File: src/rtl/draw_sprite.sv
// draw_sprite: overlays a colour-keyed sprite, fetched from an external ROM, onto a video timing stream
// Ports:
//   pclk, rst_n                    pixel clock, asynchronous active-low reset
//   hcount_in, vcount_in           incoming 11-bit timing counters
//   hsync_in, vsync_in             incoming sync strobes
//   hblnk_in, vblnk_in             incoming blanking strobes
//   rgb_in                         background colour
//   xpos, ypos, enable             sprite top-left corner and visibility, latched at vblank start
//   mirror                         column flip, present only with DRAW_SPRITE_MIRROR_EN defined
//   pixel_addr, rgb_pixel          ROM address {row, column} out, ROM data back after ROM_LAT cycles
//   hcount_out .. rgb_out          timing and colour delayed by ROM_LAT+2 cycles
//   hit                            rgb_out carries a sprite pixel
// Optional feature macro: DRAW_SPRITE_MIRROR_EN
module draw_sprite #(
  parameter int          SPR_W     = 48,
  parameter int          SPR_H     = 64,
  parameter int          ADDR_XW   = 6,
  parameter int          ADDR_YW   = 6,
  parameter int          ROM_LAT   = 1,
  parameter logic [11:0] KEY_COLOR = 12'h000
) (
  input  logic                       pclk,
  input  logic                       rst_n,
  input  logic [10:0]                hcount_in,
  input  logic [10:0]                vcount_in,
  input  logic                       hsync_in,
  input  logic                       vsync_in,
  input  logic                       hblnk_in,
  input  logic                       vblnk_in,
  input  logic [11:0]                rgb_in,
  input  logic [11:0]                xpos,
  input  logic [11:0]                ypos,
  input  logic                       enable,
`ifdef DRAW_SPRITE_MIRROR_EN
  input  logic                       mirror,
`endif
  input  logic [11:0]                rgb_pixel,
  output logic [ADDR_YW+ADDR_XW-1:0] pixel_addr,
  output logic [10:0]                hcount_out,
  output logic [10:0]                vcount_out,
  output logic                       hsync_out,
  output logic                       vsync_out,
  output logic                       hblnk_out,
  output logic                       vblnk_out,
  output logic [11:0]                rgb_out,
  output logic                       hit
);
  typedef struct packed {
    logic [10:0] hc;
    logic [10:0] vc;
    logic        hs;
    logic        vs;
    logic        hb;
    logic        vb;
    logic [11:0] rgb;
    logic        ins;
  } stage_t;

  logic [11:0]                xs_q, ys_q;
  logic                       en_s_q, vb_prev_q;
  logic                       vb_edge;
  logic [12:0]                x_end, y_end;
  logic [ADDR_XW-1:0]         dx, col;
  logic [ADDR_YW-1:0]         dy;
  logic                       inside_d;
  logic [ADDR_YW+ADDR_XW-1:0] addr_d;
  stage_t                     stage_d, last;
  stage_t                     pipe_q [ROM_LAT+1];
  logic                       draw;
`ifdef DRAW_SPRITE_MIRROR_EN
  logic                       mir_q;
`endif

  assign vb_edge = vblnk_in & ~vb_prev_q;

  // placement is sampled once per frame so the sprite cannot tear mid-frame
  always_ff @(posedge pclk or negedge rst_n)
    if (!rst_n) begin
      xs_q      <= '0;
      ys_q      <= '0;
      en_s_q    <= 1'b0;
      vb_prev_q <= 1'b0;
`ifdef DRAW_SPRITE_MIRROR_EN
      mir_q     <= 1'b0;
`endif
    end else begin
      vb_prev_q <= vblnk_in;
      if (vb_edge) begin
        xs_q   <= xpos;
        ys_q   <= ypos;
        en_s_q <= enable;
`ifdef DRAW_SPRITE_MIRROR_EN
        mir_q  <= mirror;
`endif
      end
    end

  // bounds use 13-bit sums so a sprite placed near 4095 never wraps onto column/row 0
  always_comb begin
    x_end    = {1'b0, xs_q} + 13'(SPR_W);
    y_end    = {1'b0, ys_q} + 13'(SPR_H);
    inside_d = ({2'b00, hcount_in} >= {1'b0, xs_q}) && ({2'b00, hcount_in} < x_end) &&
               ({2'b00, vcount_in} >= {1'b0, ys_q}) && ({2'b00, vcount_in} < y_end);
    dx       = ADDR_XW'({1'b0, hcount_in} - xs_q);
    dy       = ADDR_YW'({1'b0, vcount_in} - ys_q);
`ifdef DRAW_SPRITE_MIRROR_EN
    col      = mir_q ? ADDR_XW'(SPR_W - 1) - dx : dx;
`else
    col      = dx;
`endif
    addr_d   = inside_d ? {dy, col} : '0;
    stage_d  = {hcount_in, vcount_in, hsync_in, vsync_in, hblnk_in, vblnk_in, rgb_in, inside_d};
  end

  // stage 0 issues the ROM address; ROM_LAT further stages keep timing aligned with rgb_pixel
  always_ff @(posedge pclk or negedge rst_n)
    if (!rst_n) begin
      pixel_addr <= '0;
      for (int i = 0; i <= ROM_LAT; i++) pipe_q[i] <= '0;
    end else begin
      pixel_addr <= addr_d;
      pipe_q[0]  <= stage_d;
      for (int i = 1; i <= ROM_LAT; i++) pipe_q[i] <= pipe_q[i-1];
    end

  assign last = pipe_q[ROM_LAT];
  assign draw = last.ins & en_s_q & (rgb_pixel != KEY_COLOR) & ~last.hb & ~last.vb;

  always_ff @(posedge pclk or negedge rst_n)
    if (!rst_n) begin
      hcount_out <= '0;
      vcount_out <= '0;
      hsync_out  <= 1'b0;
      vsync_out  <= 1'b0;
      hblnk_out  <= 1'b0;
      vblnk_out  <= 1'b0;
      rgb_out    <= '0;
      hit        <= 1'b0;
    end else begin
      hcount_out <= last.hc;
      vcount_out <= last.vc;
      hsync_out  <= last.hs;
      vsync_out  <= last.vs;
      hblnk_out  <= last.hb;
      vblnk_out  <= last.vb;
      rgb_out    <= draw ? rgb_pixel : last.rgb;
      hit        <= draw;
    end
endmodule
File: config.mk
export PLATFORM = sky130hd
export DESIGN_NAME = draw_sprite
export DESIGN_NICKNAME = d
export VERILOG_FILES = /design/src/rtl/draw_sprite.sv
export SDC_FILE = /design/constraint.sdc
export NUM_CORES = 1
export LEC_CHECK = 0
export ABC_AREA = 1
export CORE_AREA = 3 3 138 87
export CTS_CLUSTER_DIAMETER = 200
export DETAILED_ROUTE_END_ITERATION = 6
export DIE_AREA = 0 0 141 90
export PLACE_DENSITY = 0.83
export SETUP_SLACK_MARGIN = 0.3
export SYNTH_ARGS = -nofsm -noshare
export SYNTH_HDL_FRONTEND = slang
export SYNTH_SLANG_ARGS = --single-unit
File: constraint.sdc
create_clock -name pclk -period 7.2 [get_ports pclk]
set_clock_uncertainty 0.2 [all_clocks]
set_input_delay 2.16 -clock pclk [delete_from_list [all_inputs] [get_ports pclk]]
set_output_delay 2.16 -clock pclk [all_outputs]
set_load 0.01 [all_outputs]
---- After elaboration in Yosys (flattened, before gate mapping) ----
Cells that the tools add are included.
storage, ports and cells
  register bits after elaboration ......... 154
  bits of input ports ..................... 77
  word-level logic and storage cells ...... 50
operators by class
  add/sub/neg operators ................... 4
  magnitude comparators ................... 4
  mux-type cells .......................... 2
  bitwise gates (word level) .............. 8
  reductions and logical operators ........ 4
operators by type and width
  operator                                        number
  less-than comparator 11 x 13 -> 1 bit           2
  >= comparator 11 x 12 -> 1 bit                  2
  2-to-1 mux 12 bit                               2
  adder 12 x 6 -> 13 bit (second input constant)  1
  adder 12 x 7 -> 13 bit (second input constant)  1
  nonzero test 12 bit                             1
  subtractor 6 bit                                2
  bitwise AND 1 bit                               5
  logical AND 1 bit                               3
  NOT 1 bit                                       3

---- Longest topological paths before layout ----
  depth in word-level cells ............... 6
  gate-level depth with buffers ........... 14
  depth with buffers taken out ............ 13

---- Worst setup path before layout ----
No wires, ideal clock.
  path kind ............................... input -> register
  from .................................... input port hcount_in[0]
  to ...................................... register pipe_q[39] (netlist bit)
  setup time .............................. 120 ps
  arrival ................................. 3,468 ps
  required time ........................... 6,880 ps
  path slack .............................. 3,412 ps
  stages on the path ...................... 13
  buffers on the path ..................... 1
  path through ............................ inv_1 -> ha_1 -> inv_1 -> fa_1 -> nand3_1 -> nand3_1 -> nand2_1 -> nand3_1 -> nand2_1 -> inv_1 -> nand3_2 -> buf_4 -> nor2_1
on the way
  longest elaborated chain between the ends .. 4
  elaborated cells on any way between the ends .. 5
  classes of those cells .................. order compare (2); reduce/logical (3)
RTL lines
  what                                                                                     line  source
  start, declared                                                                          24    input logic [10:0] hcount_in,
  less-than comparator 11 x 13 -> 1 bit or >= comparator 11 x 12 -> 1 bit (tied branches)  102   inside_d = ({2'b00, hcount_in} >= {1'b0, xs_q}) && ({2'b00, hcount_in} < x_end) &&
  logical AND 1 bit (*) (2 in series)                                                      102
  logical AND 1 bit (*)                                                                    103   ({2'b00, vcount_in} >= {1'b0, ys_q}) && ({2'b00, vcount_in} < y_end);
  named net inside_d                                                                       65    logic inside_d;
  end, declared                                                                            68    stage_t pipe_q [ROM_LAT+1];
Mark *: on every way through the listed nets, which the timed path passes. The rest lies on a longest branch.
A chain may end at the register's enable or synchronous reset.

---- Worst setup path after layout ----
  from .................................... input port vcount_in[0]
  to ...................................... register pixel_addr[11]
on the way
  longest elaborated chain between the ends .. 4
  elaborated cells on any way between the ends .. 6
  classes of those cells .................. add/sub (1); order compare (2); mux (1); reduce/logical (2)
RTL lines
  what                            line  source
  start, declared                 25    input logic [10:0] vcount_in,
  >= comparator 11 x 12 -> 1 bit  103
  logical AND 1 bit               102
  logical AND 1 bit               103
  2-to-1 mux 12 bit (*)           111   addr_d = inside_d ? {dy, col} : '0;
  named net addr_d[11]            66    logic [ADDR_YW+ADDR_XW-1:0] addr_d;
  end signal, assigned            121   pixel_addr <= addr_d;
  end, declared                   38    output logic [ADDR_YW+ADDR_XW-1:0] pixel_addr,
Marked as above.

==> flow_metrics.py <==
metrics = {
    "outcome": {
        "outcome": "finished, final reports clean",
    },
    "layout": {
        "commonest_cells_after_routing_fill_and_taps_aside": "154 x sky130_fd_sc_hd__dfrtp_1, 126 x sky130_fd_sc_hd__clkdlybuf4s50_1, 91 x sky130_fd_sc_hd__nand2_1",
        "final_core_util_pct": 73.03,
        "n_fill_cell": 713,
        "multi_input_logic_area_um2": 1694,
        "ff_latch_area_um2": 3854,
        "finish.net_count": 742,
        "areaGrowthSynthToFinish_pct": 34.08,
        "finish.cell_count_without_fillers": 778,
        "num_antenna_cells": 0,
        "layout_commonest_cell": "sky130_fd_sc_hd__dfrtp_1",
        "post_route_cells_drive_above_1_share_pct": 8.451,
    },
    "worst_setup_path": {
        "crit_path_max_fanout": 13,
        "cpMaxStageDelayCell": "sky130_fd_sc_hd__clkdlybuf4s50_1",
        "worst_setup_path_class": "primary input to register",
        "worst_path_largest_cell_delay_ns": 0.51,
        "critical_path_arrival_ns": 4.33,
        "setup.worst_path.start": "vcount_in[0]",
        "required_time_at_the_worst_slack_endpoint_ns": 7.32,
        "timing.critical_path.to_type": "register",
        "worstReg2RegStart": "xs_q[4]",
        "crit_chain": "clkdlybuf4s50_1, inv_1, ha_1, inv_1, fa_1, nand3_1, nand2_1, nand3_1, nand4_1, nand3_2, nor3_1",
        "cp-start-kind": "primary input",
    },
    "timing": {
        "final_hold_viol_count": 0,
        "finalSetupViolCount": 0,
        "pins_over_slew_limit": 0,
        "worst_hold_check_slack_ns": 0.1396,
        "unrepaired_setup_endpoints_after_global_routing": "false",
        "finalSetupTns_ns": 0,
        "max_freq_ghz": 0.2375,
        "tightestPinTransition_ns": 0.7819,
        "period_minus_slack_ns": 4.211,
        "final.period_utilization_pct": 58.49,
        "worst_slew_margin_rel_pct": 47.88,
    },
    "power_and_ir_drop": {
        "power_frac_seq_pct": 44.8,
        "ir_worst_vdd_mv": 0.1843,
        "power_density_nw_per_um2": 270.2,
        "switching_share_pct": 26.75,
        "pwr-share-clk_pct": 40.4,
        "cellInternalPower_w": 0.001537,
        "power_frac_comb_pct": 14.7,
        "power.net_switching_w": 0.0005613,
        "total_leakage_power_nw": 3.736,
    },
    "logic_synthesis": {
        "synth_seq_cells": 154,
        "synthesis.area_per_instance_um2": 11.84,
        "netlist_instances": 489,
        "netlist-cell-type-count": 32,
        "synth_area_um2": 5791,
        "yosys_warnings": 0,
        "synth-seq-area-share_pct": 66.55,
        "synth_fp_nets": 604,
    },
    "clocking": {
        "cts.path.max_buffers": 2,
        "clk-insertion-delay-late_ns": 0.41,
        "cts.htree.levels": 4,
        "cts_tree": "built",
        "clock-sinks": 154,
        "post_cts.repair.setup_buffers": 0,
        "post_cts_resized": 0,
        "holdBufCountCts": 0,
        "cts.reportedPaths.clkPinSlew_ns": 0.06,
        "num_cts_buffers": 17,
        "clk_root_buffer_cell": "sky130_fd_sc_hd__clkbuf_16",
    },
    "floorplan": {
        "pin_count": 128,
        "floorplan.die_area_um2": 12690,
        "die_h_um": 90,
        "die_x_um": 141,
        "initial_utilization_pct": 54.47,
        "placeableCoreArea_um2": 10630,
        "core.rowCount": 29,
    },
    "routing": {
        "drtAntennaViolNets": 0,
        "drt_first_pass_iters": 5,
        "detail_route.iter0.violations": 155,
        "wirelength_um": 12700,
        "detail_route.drc_violations": 0,
        "via_count": 3878,
        "wire_per_inst_um": 16.33,
        "drt-vias-per-instance": 4.985,
    },
    "min_path": {
        "min-delay-start": "pipe_q[41]",
        "worstHoldPathType": "register to register",
    },
    "grt": {
        "grtUsageTotal_pct": 21.27,
        "grt_max_degree": 90,
        "grt_overflow": 0,
        "grt_first_pass_wirelength_um": 21130,
        "grt_pass1_vias": 4183,
        "initial_antenna_violation_count": 0,
    },
    "run": {
        "drv_cap": 0,
    },
    "placed_design": {
        "dp.cells": 747,
        "port_buffers": 127,
        "finalWeightedCongestion": 0.8528,
        "place.detailed.hpwl_um": 9147,
    },
}
==> layout make-up <==
type	instances	area share, %
Multi-Input combinational cell	274	21.82
Tap cell	139	2.240
Inverter	51	2.466
Timing Repair Buffer	129	16.58
Sequential cell	154	49.64
Clock buffer	17	5.479
Clock inverter	14	1.773
==> cells by family after synthesis <==
family	Yosys count	share of synthesized area, %
multiplexers	3	0.5834
AO/OA/AOI/OAI	43	3.976
XOR/XNOR	14	2.117
AND/OR/NAND/NOR	176	14.11
flip-flops	154	66.55
adder cells (fa/ha/maj)	38	8.470
buffers and inverters	61	4.192
==> registers in the layout, summed over array words and instances, names as in the netlist <==
register,count
en_s_q,1
hblnk_out,1
hcount_out,11
hit,1
hsync_out,1
last,39
pipe_q,39
pixel_addr,12
rgb_out,12
vblnk_out,1
vcount_out,11
vsync_out,1
xs_q,12
ys_q,12
==> Yosys cell counts <==
cell type	instances	area, um2
sky130_fd_sc_hd__dfrtp_1	154	3854
sky130_fd_sc_hd__nand2_1	91	341.6
sky130_fd_sc_hd__inv_1	51	191.4
sky130_fd_sc_hd__ha_1	36	450.4
sky130_fd_sc_hd__nor2_1	36	135.1
sky130_fd_sc_hd__a21oi_1	33	165.2
sky130_fd_sc_hd__nand3_1	14	70.07
sky130_fd_sc_hd__nor3_2	11	110.1
sky130_fd_sc_hd__xor2_1	10	87.58
sky130_fd_sc_hd__nand4_1	8	50.05
sky130_fd_sc_hd__nor3_1	6	30.03
sky130_fd_sc_hd__clkbuf_1	5	18.77
sky130_fd_sc_hd__xnor2_1	4	35.03
sky130_fd_sc_hd__mux2_2	3	33.78
sky130_fd_sc_hd__nor4_1	3	18.77
sky130_fd_sc_hd__buf_2	2	10.01
sky130_fd_sc_hd__fa_1	2	40.04
sky130_fd_sc_hd__nand2_2	2	12.51
sky130_fd_sc_hd__nand3b_1	2	15.01
sky130_fd_sc_hd__o21a_1	2	15.01
sky130_fd_sc_hd__o21ai_0	2	10.01
sky130_fd_sc_hd__o21ai_1	2	10.01
sky130_fd_sc_hd__a21o_1	1	7.510
sky130_fd_sc_hd__a31oi_1	1	6.260
sky130_fd_sc_hd__buf_1	1	3.750
sky130_fd_sc_hd__buf_4	1	7.510
sky130_fd_sc_hd__buf_6	1	11.26
sky130_fd_sc_hd__nand3_2	1	10.01
sky130_fd_sc_hd__nand3_4	1	17.52
sky130_fd_sc_hd__nor2_2	1	6.260
sky130_fd_sc_hd__o21ai_2	1	8.760
sky130_fd_sc_hd__o31ai_1	1	7.510
==> final timing paths <==
path | slack, ns | cells past startpoint | endpoint
max | 2.99 | 11 | pixel_addr[11]
min | 0.14 | 0 | last[2]
max reg2reg | 4.37 | 13 | pixel_addr[11]
min reg2reg | 0.14 | 0 | last[2]
max in group asynchronous | 3.89 | 2 | pipe_q[47]
min in group asynchronous | 1.61 | 1 | hcount_out[0]
==> per-layer routing <==
layer	GRT usage [%]	vias up	wire length, um
met5	0	-	0
met4	6.774	0	104
met3	5.992	9	990
met2	34.87	126	6122
met1	27.66	1901	5486
li1	-	1842	-
==> through the flow <==
| stage | setup WS, ns | power (W) | area, um2 |
|---|---|---|---|
| 4_1_cts | 2.992 | 0.002120 | 7764 |
| 3_5_place_dp | 2.597 | 0.001262 | 7201 |
| 6_report | 2.989 | 0.002098 | 7764 |
| 3_3_place_gp | 2.754 | 0.001247 | 7201 |
| 5_1_grt | 2.807 | 0.002191 | 7764 |
| 2_1_floorplan | 3.412 | 0.001126 | 5791 |
==> power by group through the flow <==
stage               Combinational (W)  Sequential, W  Clock (W)
finish                       0.000309       0.000940   0.000848
global placement             0.000294       0.000952          0
CTS                          0.000312       0.000941   0.000868
detailed placement           0.000307       0.000956          0
floorplan                    0.000171       0.000955          0
global route                 0.000346       0.000945   0.000900
==> critical path: cells and delay by family <==
family,cells,cell delay (ns)
adders and majority gates,2,0.43
and+or+nand+nor,6,1.03
buffers and inverters,3,0.70
Note: power is estimated with default switching activity, not from simulation.
